[src/rtl/change_dispenser_pkg.sv]
// rtl/change_dispenser_pkg.sv - shared constants for the coin change dispenser
package change_dispenser_pkg;

    localparam logic [7:0] DENOM_5 = 8'd5;
    localparam logic [7:0] DENOM_2 = 8'd2;
    localparam logic [7:0] DENOM_1 = 8'd1;

    localparam logic [2:0] ST_IDLE   = 3'd0;
    localparam logic [2:0] ST_SELECT = 3'd1;
    localparam logic [2:0] ST_PULSE  = 3'd2;
    localparam logic [2:0] ST_GAP    = 3'd3;
    localparam logic [2:0] ST_DONE   = 3'd4;

    localparam int EMPTY5_BIT = 2;
    localparam int EMPTY2_BIT = 1;
    localparam int EMPTY1_BIT = 0;

    localparam int TIMER_W = 8;

    // Greedy choice: largest in-stock coin not exceeding the balance, 0 when none fits.
    function automatic logic [7:0] pick_denom(input logic [7:0] rem, input logic [2:0] avail);
        if (rem >= DENOM_5 && avail[EMPTY5_BIT]) return DENOM_5;
        if (rem >= DENOM_2 && avail[EMPTY2_BIT]) return DENOM_2;
        if (rem >= DENOM_1 && avail[EMPTY1_BIT]) return DENOM_1;
        return 8'd0;
    endfunction

endpackage

[src/rtl/change_dispenser_timer.sv]
// rtl/change_dispenser_timer.sv - loadable down-counter timing pulse and gap intervals
module dispense_timer #(
    parameter int W = 8
) (
    input  logic         clk,
    input  logic         rst,
    input  logic         load,
    input  logic [W-1:0] count,
    output logic         expired
);

    logic [W-1:0] value;

    always_ff @(posedge clk) begin
        if (rst) begin
            value <= '0;
        end else if (load) begin
            value <= count;
        end else if (value != '0) begin
            value <= value - W'(1);
        end
    end

    assign expired = (value == '0);

endmodule

[src/rtl/change_dispenser.sv]
// rtl/change_dispenser.sv - greedy coin payout FSM with per-denomination stock
module change_dispenser
    import change_dispenser_pkg::*;
#(
    parameter int PULSE_CYCLES = 4,
    parameter int GAP_CYCLES   = 2,
    parameter int CNT_W        = 4,
    parameter int INIT_COIN5   = 4,
    parameter int INIT_COIN2   = 4,
    parameter int INIT_COIN1   = 4
) (
    input  logic       clk,
    input  logic       rst,
    input  logic       start,
    input  logic [7:0] amount,
    input  logic       restock,
    output logic       busy,
    output logic       done,
    output logic       short,
    output logic [7:0] remaining,
    output logic       coin5_out,
    output logic       coin2_out,
    output logic       coin1_out,
    output logic [2:0] coin_empty
);

    logic [2:0]         state;
    logic [7:0]         active_d;
    logic [CNT_W-1:0]   stock5, stock2, stock1;
    logic [7:0]         pick;
    logic               timer_load;
    logic [TIMER_W-1:0] timer_val;
    logic               timer_expired;

    assign coin_empty[EMPTY5_BIT] = (stock5 == '0);
    assign coin_empty[EMPTY2_BIT] = (stock2 == '0);
    assign coin_empty[EMPTY1_BIT] = (stock1 == '0);

    assign pick = pick_denom(remaining, ~coin_empty);

    // Timer is loaded with N-1 so that the state dwells exactly N cycles.
    always_comb begin
        timer_load = 1'b0;
        timer_val  = '0;
        if (state == ST_SELECT && pick != 8'd0) begin
            timer_load = 1'b1;
            timer_val  = TIMER_W'(PULSE_CYCLES - 1);
        end else if (state == ST_PULSE && timer_expired) begin
            timer_load = 1'b1;
            timer_val  = TIMER_W'(GAP_CYCLES - 1);
        end
    end

    dispense_timer #(.W(TIMER_W)) u_timer (
        .clk     (clk),
        .rst     (rst),
        .load    (timer_load),
        .count   (timer_val),
        .expired (timer_expired)
    );

    always_ff @(posedge clk) begin
        if (rst) begin
            state     <= ST_IDLE;
            remaining <= 8'd0;
            active_d  <= 8'd0;
            stock5    <= CNT_W'(INIT_COIN5);
            stock2    <= CNT_W'(INIT_COIN2);
            stock1    <= CNT_W'(INIT_COIN1);
        end else begin
            case (state)
                ST_IDLE: begin
                    if (start) begin
                        state     <= ST_SELECT;
                        remaining <= amount;
                    end else if (restock) begin
                        stock5 <= CNT_W'(INIT_COIN5);
                        stock2 <= CNT_W'(INIT_COIN2);
                        stock1 <= CNT_W'(INIT_COIN1);
                    end
                end
                ST_SELECT: begin
                    if (pick != 8'd0) begin
                        state     <= ST_PULSE;
                        remaining <= remaining - pick;
                        active_d  <= pick;
                        if (pick == DENOM_5) stock5 <= stock5 - CNT_W'(1);
                        if (pick == DENOM_2) stock2 <= stock2 - CNT_W'(1);
                        if (pick == DENOM_1) stock1 <= stock1 - CNT_W'(1);
                    end else begin
                        state <= ST_DONE;
                    end
                end
                ST_PULSE: if (timer_expired) state <= ST_GAP;
                ST_GAP:   if (timer_expired) state <= ST_SELECT;
                ST_DONE:  state <= ST_IDLE;
                default:  state <= ST_IDLE;
            endcase
        end
    end

    assign busy      = (state != ST_IDLE);
    assign done      = (state == ST_DONE);
    assign short     = done && (remaining != 8'd0);
    assign coin5_out = (state == ST_PULSE) && (active_d == DENOM_5);
    assign coin2_out = (state == ST_PULSE) && (active_d == DENOM_2);
    assign coin1_out = (state == ST_PULSE) && (active_d == DENOM_1);

endmodule

[config.mk]
export PLATFORM = sky130hd
export DESIGN_NAME = change_dispenser
export DESIGN_NICKNAME = d
export VERILOG_FILES = /design/src/rtl/change_dispenser_pkg.sv /design/src/rtl/change_dispenser_timer.sv /design/src/rtl/change_dispenser.sv
export SDC_FILE = /design/constraint.sdc
export NUM_CORES = 1
export LEC_CHECK = 0
export ABC_AREA = 0
export ABC_CLOCK_PERIOD_IN_PS = 8200
export CAP_MARGIN = 5
export CORE_MARGIN = 2
export CORE_UTILIZATION = 40
export CTS_CLUSTER_SIZE = 30
export DETAILED_ROUTE_END_ITERATION = 10
export PLACE_DENSITY_LB_ADDON = 0.05
export SLEW_MARGIN = 20
export SYNTH_ARGS = -nofsm -noshare
export SYNTH_HDL_FRONTEND = slang
export SYNTH_HIERARCHICAL = 1
export SYNTH_SLANG_ARGS = --single-unit
[constraint.sdc]
create_clock -name clk -period 8.2 [get_ports clk]
set_input_delay 2.05 -clock clk [delete_from_list [all_inputs] [get_ports clk]]
set_output_delay 2.05 -clock clk [all_outputs]
set_load 0.02 [all_outputs]
==> results of run 1 <==
## flip-flops by register name, indices dropped and copies added, names as in the netlist
signal / count
stock2: 4
u_timer/value: 8
remaining: 8
state: 3
stock1: 4
active_d: 3
stock5: 4
## cells in the mapped netlist, types with 3 or more instances
library cell	count
buf_2	3
nand2_1	29
nand3_1	10
inv_2	3
a211oi_1	3
o21ai_0	5
clkbuf_1	5
and3_1	4
inv_1	15
dfxtp_1	34
o31ai_1	3
nor3b_2	3
ha_1	7
nor2b_1	5
a21oi_1	15
nand4_1	5
xor2_1	5
o32ai_1	5
nor3_1	16
nor2_1	19
xnor2_1	7
## cell families (layout without fill, tap and decap cells)
logic type,after synthesis,count (layout),synth area share
AO/OA/AOI/OAI,58,58,0.210
other,1,6,0.00175
multiplexers,1,1,0.00467
buffers and inverters,27,56,0.0525
XOR/XNOR,12,12,0.0490
AND/OR/NAND/NOR,116,116,0.314
flip-flops,34,34,0.317
adder cells (fa/ha/maj),8,8,0.0502
## worst min-delay path, stage by stage, from the launching register on
cell,delay [ps]
dfxtp_1,330
nand2_1,60
a21oi_1,60
## through the flow
step,util,worst slack [ps]
after floorplan,-,4760
after global placement,0.487,4410
after detailed placement,0.487,4390
after CTS,0.505,4070
after global routing,0.505,4000
final,0.505,4100
## final timing paths
| kind | start | to | slack (ps) | depth (start not counted) |
|---|---|---|---|---|
| worst max register to register | stock1[0] | u_timer/value[3] | 4940 | 10 |
| worst min-delay path | active_d[1] | active_d[1] | 500 | 2 |
| worst max-delay path | remaining[1] | short | 4100 | 3 |
| worst min register to register | active_d[1] | active_d[1] | 500 | 2 |
## power groups by stage
| stage | logic (mW) | registers [mW] | clock network [mW] |
|---|---|---|---|
| global route | 0.472 | 0.257 | 0.146 |
| detailed placement | 0.422 | 0.253 | 0 |
| CTS | 0.423 | 0.250 | 0.137 |
| finish | 0.423 | 0.250 | 0.133 |
| floorplan | 0.317 | 0.253 | 0 |
| global placement | 0.421 | 0.252 | 0 |
## cell type report
class | instances | area (sq um)
well taps | 70 | 87.6
clock inverters | 2 | 12.5
inverters | 18 | 67.6
repair buffers | 30 | 295
clock buffers | 6 | 82.6
flip-flops and latches | 34 | 681
multi-input cells | 201 | 1370
fillers | 544 | 2540
## layer usage
metal	up-vias	GRT usage
li1	994	-
met1	901	0.258
met2	40	0.303
met3	5	0.0435
met4	0	0.0571
met5	-	0
==> results.py, run 1 <==
metrics = {
    "synthesis": {
        "ys.flop_type": "dfxtp_1",
        "yosysUniqueCellTypes": 63,
        "synth_edf_count": 0,
        "yosys_register_bits": 34,
        "synth.avg_cell_area_sq_um": 8.34,
        "synth_warnings": 6,
        "syn_area_sq_um": 2140,
        "yosysSeqAreaShare": 0.317,
        "syn_inst": 257,
        "yosys-top-cells-area": "dfxtp_1 32%, nand2_1 5.1%, ha_1 4.1%",
        "post-synth-top-area-fraction": 0.317,
        "yosys.area.top_type": "dfxtp_1",
        "synthArstFlopShare": 0,
    },
    "critical_path": {
        "critPathArrivalTime_ps": 2050,
        "end_kind": "primary output",
        "critPathMaxStageDelay_ps": 580,
        "cp-start-kind": "register",
        "critical-path-top-delay-family": "simple AND/OR/NAND/NOR gates",
        "path_buf_inv": 1,
        "worstPathCellList": "or4_1 -> o31a_1 -> clkdlybuf4s50_1",
        "criticalPathCategory": "register to primary output",
        "crit_path_max_fanout": 7,
        "cp_slowest_cell": "or4_1",
        "cp.required_ps": 6150,
    },
    "placed_design": {
        "gp_congestion": 0.776,
        "dp_cells": 353,
        "io_buffer_count": 28,
        "hpwl_um": 3870,
        "dpl_cell_area_sq_um": 2500,
    },
    "sta": {
        "rsz0062_at_grt": "no",
        "fin_crit_sh": 0.500,
        "min_period_ps": 4100,
        "max_slew_margin": 0.321,
        "fin_tns_setup_ps": 0,
        "setup_violations": 0,
        "tightest_slew_ps": 1020,
        "whs_ps": 498,
        "hold_violations": 0,
        "drv_slew": 0,
        "skew_ps": 7.35,
        "fmax_ghz": 0.244,
    },
    "final_layout": {
        "drive_gt1_frac": 0.107,
        "finalNonFillerCells": 361,
        "area_growth_pct": 21.1,
        "num_antenna_cells": 0,
        "layout_common_cells": "34 x dfxtp_1, 29 x nand2_1, 28 x clkdlybuf4s50_1, 19 x nor2_1, 16 x nor3_1",
        "mostFrequentLayoutCell": "dfxtp_1",
        "nNetsFinal": 310,
        "post-route-cell-area_sq_um": 2600,
    },
    "drt": {
        "wl_um": 5290,
        "post_drt_wl_per_cell_um": 14.6,
        "drc": 0,
        "viasPerCell": 5.37,
        "ant_nets": 0,
        "route.met2.wl_um": 2420,
        "dr.max_layer_used": "met4",
        "vias": 1940,
        "first_pass_iters": 4,
        "m1WireLength_um": 2570,
        "drtIter0Drc": 70,
        "wl_met3_um": 243,
    },
    "status": {
        "status": "finished clean",
    },
    "pwr": {
        "p_comb_frac": 0.524,
        "leakage_nw": 0.952,
        "ir_drop_uv": 169,
        "internal_power_mw": 0.448,
        "pwr-share-seq": 0.310,
        "p_sw_mw": 0.358,
        "p_sw_frac": 0.444,
        "power.total_mw": 0.806,
        "p_per_area_nw_per_um2": 310,
        "clockPowerShare": 0.166,
    },
    "clock_tree": {
        "clockBufferDepth": 2,
        "ctsResizeCount": 0,
        "clock-sinks": 34,
        "numCtsBuffers": 5,
        "cts.clk_slew.worst_paths_ps": 70,
        "htree_levels": 2,
        "cts_hold_buf": 0,
        "insertion_delay_ps": 290,
        "tritoncts": "done",
        "cts_root_buf": "clkbuf_8",
        "post_cts_buffers": 0,
    },
    "global_route": {
        "overflow": 0,
        "grt_pass1_wl_um": 9080,
        "grt_max_degree": 29,
        "antenna_found_initial": 0,
        "track_usage": 0.191,
        "grt_pass1_vias": 1832,
    },
    "die": {
        "die_height_um": 77.2,
        "start_util": 0.417,
        "coreArea_sq_um": 5140,
        "die_width_um": 77.2,
        "io_pins": 29,
        "die_area_sq_um": 5960,
        "row_count": 26,
    },
    "min_path": {
        "hp-class": "register to register",
    },
    "run": {
        "maxCapViolCount": 0,
    },
}
Power figures use the tool's default switching activity.
==> run 2: changes to the inputs <==
- ABC_CLOCK_PERIOD_IN_PS: 8200 -> 3800
- clock period: 8.2 -> 3.8 ns (I/O delays scaled with it)
==> results.py, run 2 (synthesis gave the netlist of run 1 again) <==
metrics = {
    "status": {
        "status": "finished clean",
    },
    "sta": {
        "min_period_ps": 3040,
        "fin_tns_setup_ps": 0,
        "hold_violations": 0,
        "fmax_ghz": 0.329,
        "drv_slew": 0,
        "fin_crit_sh": 0.801,
        "skew_ps": 5.88,
        "setup_violations": 0,
        "tightest_slew_ps": 604,
        "max_slew_margin": 0.594,
        "rsz0062_at_grt": "no",
    },
    "final_layout": {
        "drive_gt1_frac": 0.107,
        "multi_input_area_sq_um": 1370,
        "finalNonFillerCells": 361,
        "mostFrequentLayoutCell": "dfxtp_1",
        "register_area_sq_um": 681,
        "num_antenna_cells": 0,
        "largestRegisters": "remaining (8), u_timer/value (8)",
        "post-route-util": 0.506,
        "layout_common_cells": "34 x dfxtp_1, 29 x nand2_1, 28 x clkdlybuf4s50_1, 19 x nor2_1, 16 x nor3_1",
        "area_growth_pct": 21.2,
        "n_fill_cell": 520,
        "nNetsFinal": 312,
        "post-route-cell-area_sq_um": 2600,
    },
    "die": {
        "coreArea_sq_um": 5140,
        "die_height_um": 77.2,
        "io_pins": 29,
        "die_area_sq_um": 5960,
        "start_util": 0.417,
        "row_count": 26,
        "die_width_um": 77.2,
    },
    "drt": {
        "vias": 2020,
        "first_pass_iters": 4,
        "drc": 0,
        "wl_um": 5440,
        "post_drt_wl_per_cell_um": 15.1,
        "viasPerCell": 5.60,
        "drtIter0Drc": 71,
        "ant_nets": 0,
    },
    "pwr": {
        "leakage_nw": 0.958,
        "ir_drop_uv": 329,
        "p_per_area_nw_per_um2": 665,
    },
    "placed_design": {
        "dpl_cell_area_sq_um": 2520,
        "dp_cells": 355,
        "io_buffer_count": 28,
        "hpwl_um": 4080,
        "gp_congestion": 0.842,
    },
    "clock_tree": {
        "insertion_delay_ps": 280,
        "cts_hold_buf": 0,
        "ctsResizeCount": 0,
        "numCtsBuffers": 5,
        "tritoncts": "done",
        "post_cts_buffers": 0,
        "clockBufferDepth": 2,
        "cts.clk_slew.worst_paths_ps": 70,
        "clock-sinks": 34,
        "cts_root_buf": "clkbuf_8",
        "htree_levels": 2,
    },
    "critical_path": {
        "crit_path_max_fanout": 7,
        "critPathArrivalTime_ps": 2090,
        "cp.required_ps": 2850,
        "criticalPathCategory": "register to primary output",
        "cp-start-kind": "register",
        "end_kind": "primary output",
    },
    "global_route": {
        "antenna_found_initial": 0,
        "overflow": 0,
        "grt_max_degree": 18,
        "grt_pass1_wl_um": 9310,
        "track_usage": 0.194,
        "grt_pass1_vias": 1944,
    },
    "run": {
        "maxCapViolCount": 0,
    },
    "min_path": {
        "hp-class": "register to register",
    },
}
==> run 2: final timing paths <==
kind	from	end	slack (ps)	depth (start not counted)
setup / recovery	remaining[1]	short	760	3
hold / removal	active_d[1]	active_d[1]	480	2
setup reg to reg	remaining[1]	remaining[7]	770	10
hold reg to reg	active_d[1]	active_d[1]	480	2
==> run 2: power breakdown <==
part           leakage, nW  total, mW  switching [mW]  internal (mW)
Clock               0.0431      0.265           0.126          0.140
Combinational        0.636      0.921           0.528          0.392
Sequential           0.278      0.542           0.107          0.434
==> run 2: worst max-delay path: stages, from the launching register on <==
cell,delay (ps)
dfxtp_1,420
or4_1,600
o31a_1,260
clkdlybuf4s50_1,530
==> run 2: metrics by stage <==
stage	hold slack, ps	power, mW	worst slack [ps]
2_1_floorplan	445	1.23	1160
3_3_place_gp	466	1.47	807
3_5_place_dp	469	1.47	846
4_1_cts	479	1.74	745
5_1_grt	534	1.89	438
6_report	478	1.73	758
==> run 2: metal layers <==
metal,vias to the layer above,global-route usage,share of wire
met1,948,0.255,0.48
met3,14,0.0482,0.052
li1,1005,-,-
met5,-,0,0
met2,53,0.299,0.44
met4,0,0.0875,0.031
==> run 2: layout make-up <==
| cell class | instances | share of cell area |
|---|---|---|
| multi-input cells | 201 | 0.527 |
| flip-flops and latches | 34 | 0.262 |
| repair buffers | 32 | 0.119 |
| well taps | 70 | 0.0337 |
| clock buffers | 6 | 0.0318 |
| inverters | 18 | 0.0260 |
